File: src/rtl/event_packetizer.sv
// Frames DRS readout events into packets: SYNC, payload, count, CRC-16-CCITT, END.
// Registered valid/ready output; payload capped at MAX_WORDS with overflow discarded.
module event_packetizer #(
    parameter int          MAX_WORDS = 9216,
    parameter logic [15:0] SYNC_WORD = 16'hAAAA,
    parameter logic [15:0] END_WORD  = 16'h5555
) (
    input  logic        clock,
    input  logic        reset,
    input  logic [15:0] s_data_i,
    input  logic        s_valid_i,
    input  logic        s_last_i,
    output logic        s_ready_o,
    output logic [15:0] m_data_o,
    output logic        m_valid_o,
    output logic        m_last_o,
    input  logic        m_ready_i,
    output logic        busy_o,
    output logic [31:0] pkt_count_o,
    output logic [15:0] trunc_count_o
);

    localparam logic [2:0] S_IDLE    = 3'd0;
    localparam logic [2:0] S_PAYLOAD = 3'd1;
    localparam logic [2:0] S_DRAIN   = 3'd2;
    localparam logic [2:0] S_COUNT   = 3'd3;
    localparam logic [2:0] S_CRC     = 3'd4;
    localparam logic [2:0] S_TRAILER = 3'd5;

    localparam logic [15:0] MAX_W = 16'(MAX_WORDS);

    logic [2:0]  state;
    logic [15:0] crc;
    logic [15:0] count;
    logic        trunc;
    logic        adv;
    logic        s_hs;
    logic [15:0] count_nxt;

    // One full word through the CCITT polynomial, MSB first.
    function automatic logic [15:0] crc_word(input logic [15:0] c_in, input logic [15:0] d);
        logic [15:0] c;
        c = c_in;
        for (int i = 15; i >= 0; i--) begin
            if (c[15] ^ d[i]) c = {c[14:0], 1'b0} ^ 16'h1021;
            else              c = {c[14:0], 1'b0};
        end
        return c;
    endfunction

    assign adv       = !m_valid_o || m_ready_i;
    assign s_hs      = s_valid_i && s_ready_o;
    assign count_nxt = count + 16'd1;
    assign busy_o    = (state != S_IDLE) || m_valid_o;

    always_comb begin
        s_ready_o = 1'b0;
        case (state)
            S_PAYLOAD: s_ready_o = adv;
            S_DRAIN:   s_ready_o = 1'b1;
            default:   s_ready_o = 1'b0;
        endcase
    end

    always_ff @(posedge clock) begin
        if (reset) begin
            state         <= S_IDLE;
            m_data_o      <= 16'h0000;
            m_valid_o     <= 1'b0;
            m_last_o      <= 1'b0;
            crc           <= 16'hFFFF;
            count         <= 16'h0000;
            trunc         <= 1'b0;
            pkt_count_o   <= 32'h0;
            trunc_count_o <= 16'h0;
        end else begin
            if (m_valid_o && m_ready_i && m_last_o)
                pkt_count_o <= pkt_count_o + 32'd1;

            // Retire the current word by default; any load below overrides it.
            if (adv) begin
                m_valid_o <= 1'b0;
                m_last_o  <= 1'b0;
            end

            case (state)
                S_IDLE: if (s_valid_i && adv) begin
                    m_data_o  <= SYNC_WORD;
                    m_valid_o <= 1'b1;
                    crc       <= 16'hFFFF;
                    count     <= 16'h0000;
                    trunc     <= 1'b0;
                    state     <= S_PAYLOAD;
                end
                S_PAYLOAD: if (s_hs) begin
                    m_data_o  <= s_data_i;
                    m_valid_o <= 1'b1;
                    crc       <= crc_word(crc, s_data_i);
                    count     <= count_nxt;
                    if (s_last_i) begin
                        state <= S_COUNT;
                    end else if (count_nxt == MAX_W) begin
                        trunc <= 1'b1;
                        state <= S_DRAIN;
                        if (trunc_count_o != 16'hFFFF)
                            trunc_count_o <= trunc_count_o + 16'd1;
                    end
                end
                S_DRAIN: if (s_valid_i && s_last_i) state <= S_COUNT;
                S_COUNT: if (adv) begin
                    m_data_o  <= {trunc, count[14:0]};
                    m_valid_o <= 1'b1;
                    state     <= S_CRC;
                end
                S_CRC: if (adv) begin
                    m_data_o  <= crc;
                    m_valid_o <= 1'b1;
                    state     <= S_TRAILER;
                end
                S_TRAILER: if (adv) begin
                    m_data_o  <= END_WORD;
                    m_valid_o <= 1'b1;
                    m_last_o  <= 1'b1;
                    state     <= S_IDLE;
                end
                default: state <= S_IDLE;
            endcase
        end
    end

endmodule

File: config.mk
export PLATFORM = sky130hd
export DESIGN_NAME = event_packetizer
export DESIGN_NICKNAME = d
export VERILOG_FILES = /design/src/rtl/event_packetizer.sv
export SDC_FILE = /design/constraint.sdc
export NUM_CORES = 1
export LEC_CHECK = 0
export ABC_AREA = 1
export CORE_MARGIN = 3
export CORE_UTILIZATION = 58
export DETAILED_ROUTE_END_ITERATION = 8
export PLACE_DENSITY = 0.94
export SLEW_MARGIN = 40
export SYNTH_ARGS = -nofsm -noshare
export SYNTH_HDL_FRONTEND = slang
export SYNTH_SLANG_ARGS = --single-unit
File: constraint.sdc
create_clock -name clock -period 4 [get_ports clock]
set_clock_uncertainty 0.05 [all_clocks]
set_input_delay 0.8 -clock clock [delete_from_list [all_inputs] [get_ports clock]]
set_output_delay 0.8 -clock clock [all_outputs]
set_load 0.01 [all_outputs]
==> results.sh, run 1 <==
export IMPL_post_cts_setup_buffer_count=0
export IMPL_dp_hpwl_mm=11.7
export IMPL_met2_length_mm=7.58
export IMPL_cp_cell_sequence="clkdlybuf4s50_1 > nor2_1 > o21ai_2 > clkdlybuf4s50_1"
export IMPL_synth_seq_area_share_pct=34.1
export IMPL_critical_path_class="in2out"
export IMPL_clk_path_buf_depth=2
export IMPL_vias_per_cell=5.60
export IMPL_path_buf_inv=2
export IMPL_path_max_fanout=4
export IMPL_root_buffer="clkbuf_8"
export IMPL_core_um2=9910
export IMPL_routedWlPerCell_um=14.4
export IMPL_vias=6262
export IMPL_place_gp_congestion=0.978
export IMPL_clk_pin_slew_ns=0.10
export IMPL_post_route_period_util_pct=77.4
export IMPL_cp_common_cell="clkdlybuf4s50_1"
export IMPL_rows=36
export IMPL_status="complete, no violations"
export IMPL_grt_pass1_vias=5780
export IMPL_avgSynthCellArea_um2=6.64
export IMPL_cts_tree="done"
export IMPL_syn_to_final_growth_pct=19.1
export IMPL_slowest_delay_ns=0.59
export IMPL_grt_max_degree=59
export IMPL_routed_wl_mm=16.2
export IMPL_grt_pass1_wl_mm=26.4
export IMPL_htree_levels=3
export IMPL_ctsResizeCount=0
export IMPL_postRouteAntennaNets=0
export IMPL_synth_nets=926
export IMPL_antennaDiodeCount=0
export IMPL_drive_gt1_share_pct=6.69
export IMPL_vdd_ir_drop_max_v=0.000377
export IMPL_timing_setup_tns_ns=0
export IMPL_p_leak_nw=2.77
export IMPL_drc=0
export IMPL_r2r_slack_ns=1.10
export IMPL_clk_latency_ns=0.38
export IMPL_yosys_warnings=0
export IMPL_rsz0062_at_grt="no"
export IMPL_design_area_um2=7120
export IMPL_cp_required_ns=3.15
export IMPL_wl_met3_mm=1.27
export IMPL_finalMaxSlewViolations=0
export IMPL_initial_core_util_pct=60.4
export IMPL_grt_antenna_before_repair=0
export IMPL_groute_usage_overall_pct=28.0
export IMPL_grt_ovfl_total=0
export IMPL_p_per_area_nw_per_um2=507
export IMPL_final_core_util_pct=71.9
export IMPL_dieArea_um2=11600
export IMPL_num_io_pins=89
export IMPL_postCtsHoldBufs=0
export IMPL_dpl_cell_area_um2=6930
export IMPL_hold_class="reg2reg"
export IMPL_syn_area_um2=5980
export IMPL_synth_ff_latch_count=102
export IMPL_cts_sinks=102
export IMPL_slowest_stage="clkdlybuf4s50_1"
export IMPL_die_h_um=108
export IMPL_final_nets=1006
export IMPL_final_common_cell="nand2_1"
export IMPL_yosysUniqueCellTypes=45
export IMPL_arrival_ns=2.25
export IMPL_numCtsBuffers=9
export IMPL_critical_path_top_delay_family="buffers and inverters"
export IMPL_crit_path_end_kind="primary output"
export IMPL_top_layer="met4"
export IMPL_final_cell_mix="239 x nand2_1, 106 x nor2_1, 102 x dfxtp_1, 96 x inv_1, 87 x clkdlybuf4s50_1"
export IMPL_finalPower_mw=3.61
export IMPL_worst_slew_pin_slew_ns=0.661
export IMPL_maxCapViolCount=0
export IMPL_wirelength_met1_mm=6.78
export IMPL_hold_viol_final=0
export IMPL_critPathLaunchType="input port"
export IMPL_drtIter0Drc=476
export IMPL_first_pass_iters=5
export IMPL_setup_viol=0
export IMPL_maxClockFrequency_mhz=323
export IMPL_setup_ws_ns=0.904
export IMPL_die_w_um=108
export IMPL_pre_cts_ws_ns=0.786
export IMPL_syn_instance_count=901
export IMPL_post_route_min_period_ns=3.10
export IMPL_slew_limit_headroom_pct=55.8
export IMPL_io_buffers=88
## Yosys cell counts (all sizes together)
library cell,number,share of area [%]
nor2,119,8.6
clkbuf,10,0.63
a21oi,65,5.6
o21a,3,0.38
nor4,4,0.42
inv,105,6.6
clkinv,2,0.13
nand3b,1,0.13
or2,7,0.73
o2111ai,1,0.15
dfxtp,102,34
o22ai,6,0.63
buf,13,1.5
a211oi,1,0.13
nand3,62,5.6
nor3,10,1.0
nand2,248,16
ha,4,0.84
o21ai,35,3.1
o21bai,3,0.38
o21ba,1,0.17
xnor2,18,2.8
a22oi,8,1.0
nand4,29,3.0
xor2,34,5.1
a31oi,7,0.73
o211ai,3,0.38
## sequential cells by signal, summed over array words and instances, names as in the netlist, named ones only
signal,flops
m_valid_o,1
state,3
trunc,1
trunc_count_o,16
crc,16
count,16
m_data_o,16
pkt_count_o,32
## worst reg2reg max path, cell delays in order, from the launching register on
cell and delay [ns]:
dfxtp_1 0.74, inv_2 0.20, nor3_4 0.54, inv_1 0.36, a21oi_4 0.23, nor2_4 0.08, nand2_4 0.25, a31oi_1 0.11
a21oi_1 0.17, nor2_1 0.05
## final cells by class
class	instances	area, um2
fill	755	2790
clock buffer	9	124
tap	133	166
clock inverter	7	73.8
multi-input combinational	669	3410
inverter	107	403
timing repair buffer	92	906
sequential	102	2040
## where the power goes
part	switching, mW	internal [mW]	leakage (nW)
sequential	0.122	1.14	0.827
clock	0.410	0.249	0.101
combinational	1.08	0.608	1.84
## per-stage QoR
stage | hold WS (ns) | cells
after floorplan | 0.383 | 901
after global placement | 0.403 | 1103
after global routing | 0.437 | 1119
after CTS | 0.421 | 1119
final | 0.424 | 1119
after detailed placement | 0.402 | 1103
## metal layers
metal | vias to the layer above | global-route usage, %
li1 | 3061 | -
met1 | 2867 | 36.2
met2 | 284 | 45.3
met3 | 50 | 6.42
met4 | 0 | 10.9
met5 | - | 0
## logic make-up (layout without fill, tap and decap cells)
family	after synthesis	after routing	synth area share, %
adder cells (fa/ha/maj)	4	4	0.837
XOR/XNOR	52	52	7.87
flip-flops	102	102	34.1
buffers and inverters	130	215	8.87
AND/OR/NAND/NOR	480	480	35.6
AO/OA/AOI/OAI	133	133	12.7
## worst paths after layout
check	start	to	depth (start not counted)
setup reg to reg	state[0]	m_data_o[3]	9
hold reg to reg	m_data_o[10]	m_data_o[10]	2
setup / recovery	m_ready_i	s_ready_o	4
hold / removal	m_data_o[10]	m_data_o[10]	2
Note: power is estimated with default switching activity, not from simulation.
==> inputs of run 2 (changes only) <==
CORE_UTILIZATION = 55   (was 58)
PLACE_DENSITY = 0.9   (was 0.94)
clock period = 2.9 ns   (was 4 ns; I/O delays follow)
==> run 2 against run 1 <==
Net effect: worst setup slack worse by 0.77 ns; register-to-register slack worse by 0.65 ns; global-route usage is 1.2 points lower; critical path depth is 1 lower; sequential power is 38% higher; largest cell class unchanged; largest power group unchanged.
==> results.sh, run 2 (synthesis results as in run 1) <==
export IMPL_postRouteAntennaNets=0
export IMPL_final_nets=1016
export IMPL_multiInputGateArea_um2=3410
export IMPL_grt_max_degree=59
export IMPL_met2_length_mm=7.61
export IMPL_setup_ws_ns=0.132
export IMPL_p_leak_nw=2.81
export IMPL_path_max_fanout=13
export IMPL_nFillCells=861
export IMPL_finalPower_mw=5.01
export IMPL_numCtsBuffers=9
export IMPL_dp_hpwl_mm=11.7
export IMPL_drive_gt1_share_pct=7.44
export IMPL_final_common_cell="nand2_1"
export IMPL_dieArea_um2=12200
export IMPL_dpl_cell_area_um2=7000
export IMPL_syn_to_final_growth_pct=20.3
export IMPL_critical_path_top_delay_family="flip-flops"
export IMPL_hold_class="reg2reg"
export IMPL_clk_pin_slew_ns=0.09
export IMPL_final_core_util_pct=68.8
export IMPL_num_io_pins=89
export IMPL_cp_required_ns=2.27
export IMPL_vias_per_cell=5.54
export IMPL_first_pass_iters=5
export IMPL_routed_wl_mm=16.1
export IMPL_status="complete, no violations"
export IMPL_postCtsHoldBufs=0
export IMPL_post_route_period_util_pct=95.4
export IMPL_die_w_um=110
export IMPL_regArea_um2=2040
export IMPL_cts_sinks=102
export IMPL_vias=6263
export IMPL_design_area_um2=7200
export IMPL_top_register="pkt_count_o"
export IMPL_post_route_min_period_ns=2.77
export IMPL_antennaDiodeCount=0
export IMPL_hold_viol_final=0
export IMPL_root_buffer="clkbuf_8"
export IMPL_worst_slew_pin_slew_ns=0.715
export IMPL_setup_viol=0
export IMPL_post_cts_setup_buffer_count=0
export IMPL_cp_cell_sequence="nand3_4 > o21ai_2 > clkdlybuf4s50_1"
export IMPL_rows=37
export IMPL_arrival_ns=2.14
export IMPL_slowest_stage="dfxtp_1"
export IMPL_grt_antenna_before_repair=0
export IMPL_clk_path_buf_depth=2
export IMPL_die_h_um=110
export IMPL_rsz0062_at_grt="no"
export IMPL_final_cell_mix="239 x nand2_1, 106 x nor2_1, 102 x dfxtp_1, 96 x inv_1, 87 x clkdlybuf4s50_1"
export IMPL_clk_latency_ns=0.38
export IMPL_routedWlPerCell_um=14.2
export IMPL_vdd_ir_drop_max_v=0.000456
export IMPL_ctsResizeCount=0
export IMPL_drtIter0Drc=673
export IMPL_p_per_area_nw_per_um2=696
export IMPL_grt_ovfl_total=0
export IMPL_whs_ns=0.413
export IMPL_grt_pass1_wl_mm=26.3
export IMPL_wirelength_met1_mm=7.03
export IMPL_wl_met3_mm=1.13
export IMPL_finalMaxSlewViolations=0
export IMPL_drc=0
export IMPL_io_buffers=88
export IMPL_maxCapViolCount=0
export IMPL_top_layer="met4"
export IMPL_htree_levels=3
export IMPL_cts_tree="done"
export IMPL_grt_pass1_vias=5645
export IMPL_groute_usage_overall_pct=26.8
export IMPL_path_buf_inv=1
export IMPL_dp_cells=1116
export IMPL_place_gp_congestion=0.964
export IMPL_initial_core_util_pct=57.2
export IMPL_slew_limit_headroom_pct=52.1
export IMPL_maxClockFrequency_mhz=361
export IMPL_stdcell_count=1131
export IMPL_pre_cts_ws_ns=0.0213
export IMPL_core_um2=10500
export IMPL_critPathLaunchType="flop"
export IMPL_largest_reg_flops=32
export IMPL_crit_path_end_kind="primary output"
export IMPL_timing_setup_tns_ns=0
export IMPL_slowest_delay_ns=0.70
export IMPL_critical_path_class="reg2out"
## run 2: path summary, 6_finish.rpt
kind / from / slack (ns) / to / depth (start not counted)
max: state[0] / 0.13 / s_ready_o / 3
min: m_data_o[15] / 0.41 / m_data_o[15] / 2
max reg2reg: count[1] / 0.45 / trunc_count_o[10] / 14
min reg2reg: m_data_o[15] / 0.41 / m_data_o[15] / 2
## run 2: area by class of cell
cell class                      count  area share [%]
Clock inverter                      6           0.956
Inverter                          107            5.58
Multi-Input combinational cell    669            47.4
Sequential cell                   102            28.4
Clock buffer                        9            1.72
Timing Repair Buffer              102            13.6
Tap cell                          136            2.36
## run 2: worst register-to-register path, cell delays in order (launching register included)
cell     delay, ns
dfxtp_1       0.48
ha_1          0.24
nand2_2       0.11
nor2_4        0.20
nand3_1       0.10
nand2_1       0.08
nand2_1       0.06
inv_2         0.08
nand3_1       0.13
nor2_2        0.17
nand3_2       0.10
nor2_4        0.28
nand3_1       0.12
nand2_1       0.08
nor2_1        0.04
## run 2: routing by layer
layer | vias to the layer above | global-route usage, %
met5 | - | 0
met4 | 0 | 9.15
met3 | 29 | 4.19
met2 | 259 | 44.2
met1 | 2885 | 35.8
li1 | 3090 | -
## run 2: power breakdown
part	internal (mW)	total (mW)	switching [mW]
clock network	0.401	0.917	0.517
logic	0.876	2.35	1.48
registers	1.57	1.74	0.166
